File: src/rtl/hdub_core_logic_gate_sweeper.sv
// hdub_core_logic_gate_sweeper
//
// Stimulus-and-check engine for the logic gate stage. Each accepted start
// steps through all 8 input vectors. Every vector is held for SETTLE_CYCLES
// cycles, then checked for one cycle. The engine checks the AND/OR/XOR/NOT
// outputs against their truth tables and accumulates a pass/fail summary.
//
// Ports:
//   clk, rst                 clock (rising edge), async active-high reset
//   start, abort             begin a sweep (IDLE/DONE only), cancel a running sweep
//   lhs, rhs, operand        gate drives; {operand, lhs, rhs} is the vector index
//   and_result .. not_result gate outputs under test (combinational on the drives)
//   busy, done, pass         sweep status; pass = done with zero mismatches
//   err_count                total gate mismatches in the sweep (0..32)
//   fail_mask                sticky per-gate fail flags {NOT, XOR, OR, AND}
//   first_fail_valid/_vec    vector index of the first mismatch
module hdub_core_logic_gate_sweeper #(
  parameter int SETTLE_CYCLES = 1
) (
  input  logic       clk,
  input  logic       rst,
  input  logic       start,
  input  logic       abort,
  output logic       lhs,
  output logic       rhs,
  output logic       operand,
  input  logic       and_result,
  input  logic       or_result,
  input  logic       xor_result,
  input  logic       not_result,
  output logic       busy,
  output logic       done,
  output logic       pass,
  output logic [5:0] err_count,
  output logic [3:0] fail_mask,
  output logic       first_fail_valid,
  output logic [2:0] first_fail_vec
);

  if (SETTLE_CYCLES < 1 || SETTLE_CYCLES > 255) begin : g_bad_settle
    $error("SETTLE_CYCLES must be in 1..255");
  end

  localparam logic [7:0] SETTLE_RELOAD = 8'(SETTLE_CYCLES - 1);

  typedef enum logic [1:0] {
    S_IDLE,
    S_SETTLE,
    S_CHECK,
    S_DONE
  } state_t;

  state_t     state, state_next;
  logic [7:0] settle_cnt;
  logic       accept_start;
  logic       do_abort;
  logic       do_check;
  logic [2:0] vec;
  logic [3:0] expected;
  logic [3:0] observed;
  logic [3:0] mismatch;
  logic [2:0] mismatch_count;

  // The drive registers are the vector index. This avoids a separate vec
  // register that could disagree with what the gates actually see.
  assign vec = {operand, lhs, rhs};

  // Bit order matches fail_mask: {NOT, XOR, OR, AND}.
  assign expected = {~vec[2], vec[1] ^ vec[0], vec[1] | vec[0], vec[1] & vec[0]};
  assign observed = {not_result, xor_result, or_result, and_result};
  assign mismatch = expected ^ observed;
  assign mismatch_count = {2'b00, mismatch[0]} + {2'b00, mismatch[1]}
                        + {2'b00, mismatch[2]} + {2'b00, mismatch[3]};

  always_comb begin
    // NOTE: every signal written here gets a default first, so no path can leave it unassigned and infer a latch.
    state_next   = state;
    accept_start = 1'b0;
    do_abort     = 1'b0;
    do_check     = 1'b0;
    case (state)
      S_IDLE, S_DONE: begin
        // abort is ignored here but still outranks a coincident start.
        if (start && !abort) begin
          accept_start = 1'b1;
          state_next   = S_SETTLE;
        end
      end
      S_SETTLE: begin
        if (abort) begin
          do_abort   = 1'b1;
          state_next = S_IDLE;
        end else if (settle_cnt == 8'd0) begin
          state_next = S_CHECK;
        end
      end
      S_CHECK: begin
        // An abort in the same cycle discards this vector's comparison.
        if (abort) begin
          do_abort   = 1'b1;
          state_next = S_IDLE;
        end else begin
          do_check   = 1'b1;
          state_next = (vec == 3'd7) ? S_DONE : S_SETTLE;
        end
      end
      default: state_next = S_IDLE;
    endcase
  end

  always_ff @(posedge clk or posedge rst) begin
    // NOTE: sequential state uses non-blocking assignments so every register samples pre-edge values.
    if (rst) state <= S_IDLE;
    else     state <= state_next;
  end

  always_ff @(posedge clk or posedge rst) begin
    if (rst) begin
      settle_cnt       <= 8'd0;
      {operand, lhs, rhs} <= 3'b000;
      busy             <= 1'b0;
      done             <= 1'b0;
      pass             <= 1'b0;
      err_count        <= 6'd0;
      fail_mask        <= 4'd0;
      first_fail_valid <= 1'b0;
      first_fail_vec   <= 3'd0;
    end else if (accept_start) begin
      settle_cnt       <= SETTLE_RELOAD;
      {operand, lhs, rhs} <= 3'b000;
      busy             <= 1'b1;
      done             <= 1'b0;
      pass             <= 1'b0;
      err_count        <= 6'd0;
      fail_mask        <= 4'd0;
      first_fail_valid <= 1'b0;
      first_fail_vec   <= 3'd0;
    end else if (do_abort) begin
      // Statistics keep their partial values; only control and drives drop.
      {operand, lhs, rhs} <= 3'b000;
      busy             <= 1'b0;
      done             <= 1'b0;
    end else if (do_check) begin
      err_count <= err_count + 6'(mismatch_count);
      fail_mask <= fail_mask | mismatch;
      if (mismatch != 4'd0 && !first_fail_valid) begin
        first_fail_valid <= 1'b1;
        first_fail_vec   <= vec;
      end
      if (vec == 3'd7) begin
        busy <= 1'b0;
        done <= 1'b1;
        pass <= (err_count == 6'd0) && (mismatch == 4'd0);
      end else begin
        {operand, lhs, rhs} <= vec + 3'd1;
        settle_cnt          <= SETTLE_RELOAD;
      end
    end else if (state == S_SETTLE && settle_cnt != 8'd0) begin
      settle_cnt <= settle_cnt - 8'd1;
    end
  end

endmodule

File: config.mk
export PLATFORM = sky130hd
export DESIGN_NAME = hdub_core_logic_gate_sweeper
export DESIGN_NICKNAME = d
export VERILOG_FILES = /design/src/rtl/hdub_core_logic_gate_sweeper.sv
export SDC_FILE = /design/constraint.sdc
export NUM_CORES = 1
export LEC_CHECK = 0
export CAP_MARGIN = 30
export CORE_MARGIN = 4
export CORE_UTILIZATION = 48
export CTS_CLUSTER_DIAMETER = 120
export DETAILED_ROUTE_END_ITERATION = 8
export PLACE_DENSITY = 0.72
export REMOVE_ABC_BUFFERS = 1
export SLEW_MARGIN = 20
export SYNTH_ARGS = -nofsm -noshare
export SYNTH_HDL_FRONTEND = slang
export SYNTH_SLANG_ARGS = --single-unit
export TNS_END_PERCENT = 1
File: constraint.sdc
create_clock -name clk -period 3.6 [get_ports clk]
set_clock_uncertainty 0.05 [all_clocks]
set_input_delay 0.54 -clock clk [delete_from_list [all_inputs] [get_ports clk]]
set_output_delay 0.54 -clock clk [all_outputs]
set_load 0.01 [all_outputs]
==> results by group, run 1 <==
Logic synthesis
  – Unique masters post-synth: 40
  – Ys Warns: 0
  – Synthesized instance count: between 150 and 200
  – Synth Area in Simple Gates: roughly a fifth
  – Synth Area in Adders: around a tenth
  – Syn Area/Cell: between 9 and 10 µm²
  – Cell Area, Synth: roughly 0.0017 mm²
  – Yosys top cell area share: ~44%
  – Top cells by area, synth: dfrtp_1, ha_1, nand2_1
  – Most used DFF post-synth: dfrtp_1
  – Mux cell area share after synthesis: less than 1%
  – Flops & latches, synth: 30
  – Largest family of logic cells by synthesized area: simple AND/OR/NAND/NOR gates
  – Post-synth EDFFs: 0
  – Async S/R FF share, synth: 100%
  – Post-synthesis sequential area ratio: around 44%
  – Compound-Gate Fraction of Synth Area: between 10% and 20%
  – Xor and xnor fraction of the mapped netlist area: between 4 and 5%
  – Area leader, netlist: dfrtp_1

CTS
  – Clk_lat worst skew: approximately 0.33 ns
  – CTS Buffer Depth: 2
  – CTS Buf Count: 5
  – Post-CTS Hold Fix Bufs: 0
  – CTS tree: built
  – Root buf cell: clkbuf_4
  – Setup Buffers After CTS: 0
  – CTS sink cnt: 30
  – Post-CTS sizing: 0
  – CTS H-Tree Depth: 2
  – Worst-path clk slew: approximately 0.10 ns

Placement
  – Dpl hpwl: 2740 µm
  – Routability cong.: just under 0.8
  – Placed Area: between 0.002 and 0.0025 mm²
  – Port bufs: 27
  – Pre-CTS WS: around 0.22 ns

Detailed routing
  – Vias: 1412
  – Max layer used: met4
  – Post-route ant nets: 0
  – Wire length per cell: approximately 14 µm
  – Total wire length: between 3000 and 4000 µm
  – Met3 wire length: 196 µm
  – Remaining DRCs: 0
  – Metal2 WL: roughly 1900 µm
  – WL met1: roughly 1500 µm
  – Initial drt markers: 52
  – TritonRoute pass-1 iters: 4
  – Via/cell ratio: 5.47

STA
  – Slew @ Worst Pin: ~0.53 ns
  – Max_slew headroom: between 60% and 70%
  – Fin crit period: between 3 and 4 ns
  – Setup repair after global routing missed its margin: no
  – Final worst path period share: between 80% and 90%
  – Final setup TNS: 0 ns
  – Final-report setup violation count: 0
  – PnR worst setup slack: 0.465 ns
  – Upper clock frequency limit: about 320 MHz
  – Final Hold Vio Count: 0
  – Fin. max-slew vios: 0

Floorplan
  – Core Rows: 21
  – Boundary pin count: 28
  – DIE WIDTH: around 67 µm
  – Vert. Die Dim: between 60 and 70 µm
  – Core Area: about 0.0034 mm²
  – Die area: approximately 0.0045 mm²
  – Starting density of the core: 50.2%

Power and ir drop
  – Switch share: between 40 and 50%
  – Sw power: ~0.64 mW
  – Tot Pwr: 1.52 mW
  – Sequential share of power: 34.3%
  – Pwr dens: about 740 mW/mm²
  – Clk pwr share: approximately 14%
  – Pint: around 0.88 mW
  – Combinational share of power: between 50% and 60%
  – Leak pwr: 0.929 nW
  – Peak VDD IR: about 0.37 mV

Cells and area
  – Antenna fix cells: 0
  – Layout overhead on the synthesized area: 22.5%
  – Most frequent cells in the layout: dfrtp_1, clkdlybuf4s50_1, nand2_1
  – Share of cells above drive strength 1: about 5.7%
  – Fill count: 303
  – Fin area: ~0.0021 mm²
  – Net count, final: 230
  – Commonest non-fill, non-tap cell in the layout: dfrtp_1

Worst setup path
  – Arr. time, crit path: 3.29 ns
  – Critical-path cell list: inv_1, ha_1, xor2_1, inv_1, fa_1, inv_1, fa_1, fa_1, nand4_1, xor2_1, nor2_1
  – Crit path max fanout: 4
  – Worst Setup Start Kind: flop
  – CP Capture Type: flop
  – Critical path type: flop to flop
  – Largest stage delay, worst path: ~0.5 ns
  – Critical Path RT: 3.76 ns
  – Slowest stage cell, crit path: fa_1

Global routing
  – Tot GR Track Use: 18.4%
  – Vias in the first global route: 1413
  – First-pass GRT wire length: about 6100 µm
  – Total grt overflow: 0
  – Pin count of the biggest net entering global routing: 31
  – Initial antenna violation count: 0

Run
  – Max Cap Viol: 0

Hold path
  – Hold Crit Class: flop to flop

Run status
  – Outcome: completed
==> path summary, 6_finish.rpt <==
check	end	slack (ns)	cells past startpoint	from
max	err_count[4]	0.47	11	rhs
max reg2reg	err_count[4]	0.47	11	rhs
min in group asynchronous	err_count[2]	0.53	3	rst
min reg2reg	busy	0.44	2	busy
min	busy	0.44	2	busy
max in group asynchronous	settle_cnt[0]	2.68	3	rst
==> state kept, by name, indices dropped and copies added, names as in the netlist <==
name / count
lhs: 1
busy: 1
operand: 1
state: 2
pass: 1
done: 1
first_fail_valid: 1
first_fail_vec: 3
fail_mask: 4
err_count: 6
rhs: 1
settle_cnt: 8
==> routing by layer <==
metal / vias up / global-route usage, %
li1: 693 / -
met1: 671 / 20.1
met2: 43 / 33.1
met3: 5 / 5.32
met4: 0 / 7.59
met5: - / 0
==> per-stage QoR <==
stage | util, % | hold WS, ns | cells
after floorplan | - | 0.410 | 174
after global placement | 59.7 | 0.409 | 250
after detailed placement | 59.7 | 0.424 | 250
after CTS | 61.5 | 0.446 | 258
after global routing | 61.5 | 0.475 | 258
final | 61.5 | 0.437 | 258
==> final cells by class <==
type,instances,area (µm²),share of cell area [%]
clock inverter,1,5.00,0.242
tap,46,57.6,2.78
timing repair buffer,30,293,14.2
inverter,17,63.8,3.09
sequential,30,751,36.3
clock buffer,7,55.1,2.66
multi-input combinational,127,843,40.8
==> synthesized netlist by cell type, types with 3 or more instances <==
cell type	n
xnor2_1	5
nor2_1	13
nor4_1	6
nor2b_1	3
nand2_1	21
dfrtp_1	30
clkbuf_1	4
o31ai_1	5
nand2b_1	3
a21oi_1	14
ha_1	8
nand3_1	4
fa_1	3
a21boi_1	3
o21ai_1	4
buf_2	3
xor2_1	4
inv_1	15
or4_1	4
o21ai_0	3
==> kinds of logic (layout without fill, tap and decap cells) <==
logic type	after synthesis	in the layout
AO/OA/AOI/OAI	40	40
XOR/XNOR	9	9
adder cells (fa/ha/maj)	11	11
buffers and inverters	24	55
flip-flops	30	30
multiplexers	1	1
AND/OR/NAND/NOR	66	66
==> worst max-delay path, delay by kind of cell, from the launching register on <==
family / cells / cell delay (ns)
flip-flops: 1 / 0.41
XOR/XNOR: 2 / 0.46
adder cells (fa/ha/maj): 4 / 1.68
buffers and inverters: 3 / 0.24
AND/OR/NAND/NOR: 2 / 0.17
==> power by group through the flow <==
stage | Combinational, mW | Sequential (mW) | Clock (mW)
after detailed placement | 0.794 | 0.530 | 0
after CTS | 0.800 | 0.523 | 0.217
after global placement | 0.751 | 0.522 | 0
final | 0.790 | 0.522 | 0.209
after global routing | 0.898 | 0.538 | 0.230
after floorplan | 0.513 | 0.536 | 0
(Power assumes the default switching activity.)
==> run 2, diff against run 1 <==
--- a/config.mk
+++ b/config.mk
@@ -5,12 +5,13 @@
 export SDC_FILE = /design/constraint.sdc
 export NUM_CORES = 1
 export LEC_CHECK = 0
+export ABC_AREA = 1
 export CAP_MARGIN = 30
 export CORE_MARGIN = 4
 export CORE_UTILIZATION = 48
 export CTS_CLUSTER_DIAMETER = 120
 export DETAILED_ROUTE_END_ITERATION = 8
-export PLACE_DENSITY = 0.72
+export PLACE_DENSITY = 0.71
 export REMOVE_ABC_BUFFERS = 1
 export SLEW_MARGIN = 20
 export SYNTH_ARGS = -nofsm -noshare
==> run 2 against run 1 <==
Global-route usage is 1.0 points lower. Critical endpoint unchanged. Sequential power is 4.6% higher. Maximum frequency is 4.0% higher. Synthesized cell count is 27% higher. Sequential cell count stayed put. Setup slack better by 0.12 ns.
==> results by group, run 2 <==
Global routing
  – GR Util met3: 5.22% (was 5.32%)
  – Initial antenna violation count: 0 (unchanged)
  – Total grt overflow: 0 (unchanged)
  – GRT met2 Usage: 28.6% (was 33.1%)
  – First-pass GRT wire length: 6820 µm (was 6140 µm)
  – Pin count of the biggest net entering global routing: 31 (unchanged)
  – Tot GR Track Use: 17.4% (was 18.4%)
  – Vias in the first global route: 1513 (was 1413)
  – Met1 usage: 21.8% (was 20.1%)
  – Global route hottest layer: met2 (unchanged)

Worst setup path
  – Most frequent CP cell: inv_1
  – Reg-to-Reg Start: rhs (unchanged)
  – Crit path from: rhs (unchanged)
  – Buf/Inv on CP: 4 (was 3)
  – Arr. time, crit path: 3.13 ns (was 3.29 ns)
  – Worst Setup Start Kind: flop (unchanged)
  – Crit path max fanout: 5 (was 4)
  – Critical-path cell list: inv_1, ha_1, xor2_1, inv_1, fa_1, inv_1, fa_1, fa_1, inv_1, nor3_1, a21oi_1, nor2_1 (was inv_1, ha_1, xor2_1, inv_1, fa_1, inv_1, fa_1, fa_1, nand4_1, xor2_1, nor2_1)
  – Critical Path RT: 3.72 ns (was 3.76 ns)
  – Top Family by Delay on Critical Path: adder cells (unchanged)
  – Critical path type: flop to flop (unchanged)
  – CP Capture Type: flop (unchanged)
  – Largest stage delay, worst path: 0.48 ns (was 0.50 ns)
  – Slowest stage cell, crit path: fa_1 (unchanged)

Hold path
  – Worst Hold Launch: busy (unchanged)
  – Hold Crit Class: flop to flop (unchanged)

Logic synthesis
  – Cell Area, Synth: 0.00182 mm² (was 0.00169 mm²)
  – Unique masters post-synth: 27 (was 40)
  – Most common cell in the netlist: nand2_1 (was dfrtp_1)
  – Synthesized instance count: 230 (was 181)
  – Area leader, netlist: dfrtp_1 (unchanged)
  – Most used DFF post-synth: dfrtp_1 (unchanged)
  – Flops & latches, synth: 30 (unchanged)
  – Syn Area/Cell: 7.90 µm² (was 9.33 µm²)
  – Yosys top cell area share: 41.3% (was 44.5%)
  – Synth cell count leaders: nand2_1, dfrtp_1, nor2_1, inv_1, nand3_1 (was dfrtp_1, nand2_1, inv_1, a21oi_1, nor2_1)
  – Ys Warns: 0 (unchanged)
  – Top cells by area, synth: dfrtp_1, nand2_1, nand3_1 (was dfrtp_1, ha_1, nand2_1)
  – Async S/R FF share, synth: 100% (unchanged)
  – Post-synthesis sequential area ratio: 41.3% (was 44.5%)
  – Post-synth EDFFs: 0 (unchanged)

Power and ir drop
  – Pwr dens: 800 mW/mm² (was 735 mW/mm²)
  – Leak pwr: 1.15 nW (was 0.929 nW)
  – Tot Pwr: 1.77 mW (was 1.52 mW)
  – Peak VDD IR: 0.437 mV (was 0.366 mV)

STA
  – Final worst path period share: 83.7% (was 87.1%)
  – Final-report setup violation count: 0 (unchanged)
  – Final Hold Vio Count: 0 (unchanged)
  – Setup repair after global routing missed its margin: no (unchanged)
  – PnR worst setup slack: 0.587 ns (was 0.465 ns)
  – Fin crit period: 3.01 ns (was 3.13 ns)
  – Max_slew headroom: 68.9% (was 64.0%)
  – Final setup TNS: 0 ns (unchanged)
  – Slew @ Worst Pin: 0.466 ns (was 0.535 ns)
  – Fin. max-slew vios: 0 (unchanged)
  – Upper clock frequency limit: 332 MHz (was 319 MHz)

Cells and area
  – Number of flip-flops under the largest register name: 8 (unchanged)
  – Most frequent cells in the layout: nand2_1, nor2_1, dfrtp_1 (was dfrtp_1, clkdlybuf4s50_1, nand2_1)
  – Core occupancy in the finished layout: 60.4% (was 61.5%)
  – Fin area: 0.00221 mm² (was 0.00207 mm²)
  – Antenna fix cells: 0 (unchanged)
  – Share of cells above drive strength 1: 6.49% (was 5.66%)
  – Largest registers: settle_cnt (8), err_count (6), fail_mask (4) (unchanged)
  – Biggest register: settle_cnt (unchanged)
  – Net count, final: 281 (was 230)
  – Layout overhead on the synthesized area: 21.6% (was 22.5%)
  – Commonest non-fill, non-tap cell in the layout: nand2_1 (was dfrtp_1)

Placement
  – Port bufs: 27 (unchanged)
  – Routability cong.: 0.817 (was 0.785)
  – Pre-CTS WS: 0.376 ns (was 0.217 ns)
  – Dpl hpwl: 2750 µm (was 2740 µm)
  – Placed Area: 0.00213 mm² (was 0.00201 mm²)

Detailed routing
  – Wire length per cell: 12.1 µm (was 14.1 µm)
  – Post-route ant nets: 0 (unchanged)
  – Remaining DRCs: 0 (unchanged)
  – Vias: 1564 (was 1412)
  – Initial drt markers: 83 (was 52)
  – Via/cell ratio: 5.05 (was 5.47)
  – TritonRoute pass-1 iters: 4 (unchanged)
  – Total wire length: 3740 µm (was 3640 µm)

CTS
  – CTS H-Tree Depth: 2 (unchanged)
  – Post-CTS sizing: 0 (unchanged)
  – Post-CTS Hold Fix Bufs: 0 (unchanged)
  – Worst-path clk slew: 0.06 ns (was 0.10 ns)
  – Setup Buffers After CTS: 0 (unchanged)
  – CTS Buf Count: 5 (unchanged)
  – Clk_lat worst skew: 0.28 ns (was 0.33 ns)
  – CTS Buffer Depth: 2 (unchanged)
  – Root buf cell: clkbuf_8 (was clkbuf_4)
  – CTS tree: built (unchanged)
  – CTS sink cnt: 30 (unchanged)

Floorplan
  – Starting density of the core: 49.6% (was 50.2%)
  – Core Rows: 22 (was 21)
  – DIE WIDTH: 69.5 µm (was 67.3 µm)
  – Core Area: 0.00366 mm² (was 0.00336 mm²)
  – Vert. Die Dim: 69.5 µm (was 67.3 µm)
  – Boundary pin count: 28 (unchanged)
  – Die area: 0.00483 mm² (was 0.00453 mm²)

Run
  – Max Cap Viol: 0 (unchanged)

Run status
  – Outcome: completed (unchanged)
[run 2: cell count changes in the layout (fill, tap and decap cells not counted), moves of 14 or more]
cell | previous run | this run
nand2_1 | 21 | 52
nand3_1 | 4 | 27
nor2_1 | 13 | 30
inv_1 | 15 | 29
[run 2: final cells by class]
class | instances | area (µm²)
multi-input combinational | 166 | 928
fill | 351 | 1450
sequential | 30 | 751
inverter | 31 | 116
clock buffer | 7 | 76.3
tap | 48 | 60.1
timing repair buffer | 28 | 278
[run 2: cells by family after synthesis]
group,share of synthesized area (%)
xor+xnor,1.93
compound gates,6.82
buf+inv,7.58
flops,41.3
fa+ha+maj,8.82
simple gates,33.5
[run 2: through the flow]
stage | std cells | hold slack [ns]
floorplan | 227 | 0.417
global placement | 303 | 0.425
detailed placement | 303 | 0.432
CTS | 310 | 0.445
global route | 310 | 0.477
finish | 310 | 0.436
[run 2: final timing paths]
check	endpoint	slack, ns	cells past startpoint
setup / recovery	err_count[4]	0.59	12
hold / removal	busy	0.44	1
setup reg to reg	err_count[4]	0.59	12
hold reg to reg	busy	0.44	1
max in group asynchronous	first_fail_vec[0]	2.64	3
min in group asynchronous	settle_cnt[4]	0.58	3
[run 2: where the power goes]
group          internal [mW]  total, mW  leakage, nW  switching, mW
clock network          0.133      0.251       0.0383          0.119
logic                  0.399      0.970        0.707          0.570
registers              0.449      0.546        0.401         0.0979
[run 2: metal layers]
metal	share of wire, %	wire, µm
met1	45	1690
met2	49	1830
met3	4.4	166
met4	1.2	43
met5	0	0
==> run 3, diff against run 2 <==
==> constraint.sdc (replaced) <==
create_clock -name clk -period 3.15 [get_ports clk]
set_clock_uncertainty 0.05 [all_clocks]
set_input_delay 0.4725 -clock clk [delete_from_list [all_inputs] [get_ports clk]]
set_output_delay 0.4725 -clock clk [all_outputs]
set_load 0.01 [all_outputs]
==> run 3 against run 2 <==
Die area unchanged. Cell count increased by 0.65%. Critical path depth did not move. Sequential share of layout area down 0.23 points. Core utilization grew 0.41 points. Largest cell class unchanged. Highest routed layer unchanged.
==> results by group, run 3 (synthesis gave the netlist of run 2 again) <==
STA
  – Upper clock frequency limit: 345 MHz (was 332 MHz)
  – Fin crit period: 2.90 ns (was 3.01 ns)
  – Final worst path period share: 91.9% (was 83.7%)
  – Hold WS: 0.437 ns (was 0.436 ns)
  – Final-report setup violation count: 0 (unchanged)
  – Setup repair after global routing missed its margin: no (unchanged)
  – Fin. max-slew vios: 0 (unchanged)
  – Slew @ Worst Pin: 0.464 ns (was 0.466 ns)
  – Max_slew headroom: 69.1% (was 68.9%)
  – Final setup TNS: 0 ns (unchanged)
  – Final Hold Vio Count: 0 (unchanged)

Floorplan
  – Core Rows: 22 (unchanged)
  – Die area: 0.00483 mm² (unchanged)
  – DIE WIDTH: 69.5 µm (unchanged)
  – Core Area: 0.00366 mm² (unchanged)
  – Boundary pin count: 28 (unchanged)
  – Vert. Die Dim: 69.5 µm (unchanged)
  – Starting density of the core: 49.6% (unchanged)

Placement
  – # placed instances: 305 (was 303)
  – Port bufs: 27 (unchanged)
  – Dpl hpwl: 2750 µm (about the same)
  – Routability cong.: 0.800 (was 0.817)

Cells and area
  – Biggest register: settle_cnt (unchanged)
  – Net count, final: 283 (was 281)
  – Antenna fix cells: 0 (unchanged)
  – Most frequent cells in the layout: nand2_1, nor2_1, dfrtp_1 (unchanged)
  – Commonest non-fill, non-tap cell in the layout: nand2_1 (unchanged)
  – Largest registers: settle_cnt (8), err_count (6), fail_mask (4) (unchanged)
  – Final std cells w/o fill: 312 (was 310)
  – Fill count: 348 (was 351)
  – Layout overhead on the synthesized area: 22.5% (was 21.6%)
  – Share of cells above drive strength 1: 7.20% (was 6.49%)
  – Number of flip-flops under the largest register name: 8 (unchanged)

Run
  – Max Cap Viol: 0 (unchanged)

Power and ir drop
  – Pwr dens: 916 mW/mm² (was 800 mW/mm²)
  – Combinational share of power: 55.3% (was 54.9%)
  – Sequential share of power: 30.8% (was 30.9%)
  – Sw power: 0.903 mW (was 0.787 mW)
  – Pint: 1.13 mW (was 0.981 mW)
  – Leak pwr: 1.16 nW (was 1.15 nW)
  – Peak VDD IR: 0.439 mV (was 0.437 mV)
  – Clk pwr share: 14.0% (was 14.2%)
  – Tot Pwr: 2.04 mW (was 1.77 mW)
  – Switch share: 44.3% (was 44.5%)

Detailed routing
  – Via/cell ratio: 5.02 (was 5.05)
  – Total wire length: 3750 µm (was 3740 µm)
  – Post-route ant nets: 0 (unchanged)
  – Remaining DRCs: 0 (unchanged)
  – Initial drt markers: 126 (was 83)
  – Wire length per cell: 12.0 µm (was 12.1 µm)
  – TritonRoute pass-1 iters: 4 (unchanged)
  – Vias: 1566 (was 1564)

CTS
  – CTS Buffer Depth: 2 (unchanged)
  – CTS tree: built (unchanged)
  – Root buf cell: clkbuf_8 (unchanged)
  – Post-CTS sizing: 0 (unchanged)
  – CTS Buf Count: 5 (unchanged)
  – Setup Buffers After CTS: 0 (unchanged)
  – Post-CTS Hold Fix Bufs: 0 (unchanged)
  – CTS sink cnt: 30 (unchanged)
  – Clk_lat worst skew: 0.27 ns (was 0.28 ns)
  – CTS H-Tree Depth: 2 (unchanged)
  – Worst-path clk slew: 0.06 ns (about the same)

Worst setup path
  – Largest stage delay, worst path: 0.47 ns (was 0.48 ns)
  – Slowest stage cell, crit path: fa_1 (unchanged)
  – Arr. time, crit path: 3.01 ns (was 3.13 ns)
  – Critical Path RT: 3.27 ns (was 3.72 ns)
  – Crit path max fanout: 5 (unchanged)
  – Most frequent CP cell: inv_1 (unchanged)
  – Critical path type: flop to flop (unchanged)
  – CP Capture Type: flop (unchanged)
  – Worst Setup Start Kind: flop (unchanged)
  – Critical-path cell list: inv_1, ha_1, xor2_1, inv_1, fa_1, inv_1, fa_1, fa_1, inv_1, nor3_1, a21oi_1, nor2_1 (unchanged)

Global routing
  – Pin count of the biggest net entering global routing: 31 (unchanged)
  – Vias in the first global route: 1526 (was 1513)
  – Initial antenna violation count: 0 (unchanged)
  – First-pass GRT wire length: 6760 µm (was 6820 µm)
  – Total grt overflow: 0 (unchanged)
  – Tot GR Track Use: 17.1% (was 17.4%)

Run status
  – Outcome: completed (unchanged)

Hold path
  – Hold Crit Class: flop to flop (unchanged)
==> run 3: final timing paths <==
kind                       slack [ns]  from  cells past startpoint             to
min reg2reg                      0.44  busy                      1           busy
max reg2reg                      0.25   rhs                     12   err_count[4]
max                              0.25   rhs                     12   err_count[4]
min in group asynchronous        0.52   rst                      3  settle_cnt[3]
min                              0.44  busy                      1           busy
max in group asynchronous        2.24   rst                      3            rhs
==> run 3: area by class of cell <==
type	count	area (µm²)	share of cell area [%]
sequential	30	751	33.7
inverter	31	116	5.23
timing repair buffer	30	293	13.2
tap	48	60.1	2.70
clock buffer	7	76.3	3.43
multi-input combinational	166	928	41.7
==> run 3: routing by layer <==
metal | vias up | global-route usage (%) | wire (µm)
met5 | - | 0 | 0
met4 | 0 | 4.99 | 40
met3 | 5 | 3.91 | 136
met2 | 32 | 28.9 | 1820
met1 | 724 | 21.8 | 1750
li1 | 805 | - | -
==> run 3: worst max-delay path: cells and delay by family (launching register included) <==
kind / cells / cell delay (ns)
AND/OR/NAND/NOR: 2 / 0.13
AO/OA/AOI/OAI: 1 / 0.14
flip-flops: 1 / 0.41
buffers and inverters: 4 / 0.27
XOR/XNOR: 1 / 0.18
adder cells (fa/ha/maj): 4 / 1.60
==> run 3: power by group through the flow <==
| stage | clock [mW] | combinational, mW | sequential (mW) |
|---|---|---|---|
| floorplan | 0 | 0.786 | 0.637 |
| finish | 0.285 | 1.13 | 0.627 |
| global placement | 0 | 1.11 | 0.630 |
| detailed placement | 0 | 1.13 | 0.631 |
| CTS | 0.292 | 1.14 | 0.626 |
| global route | 0.311 | 1.30 | 0.644 |
==> run 3: stage by stage <==
| step | instance area (µm²) | util (%) | setup slack, ns |
|---|---|---|---|
| final | 2220 | 60.8 | 0.254 |
| after global routing | 2220 | 60.8 | 0.0605 |
| after CTS | 2220 | 60.8 | 0.238 |
| after detailed placement | 2150 | 58.7 | 0.0529 |
| after global placement | 2150 | 58.7 | 0.0884 |
| after floorplan | 1800 | - | 0.304 |
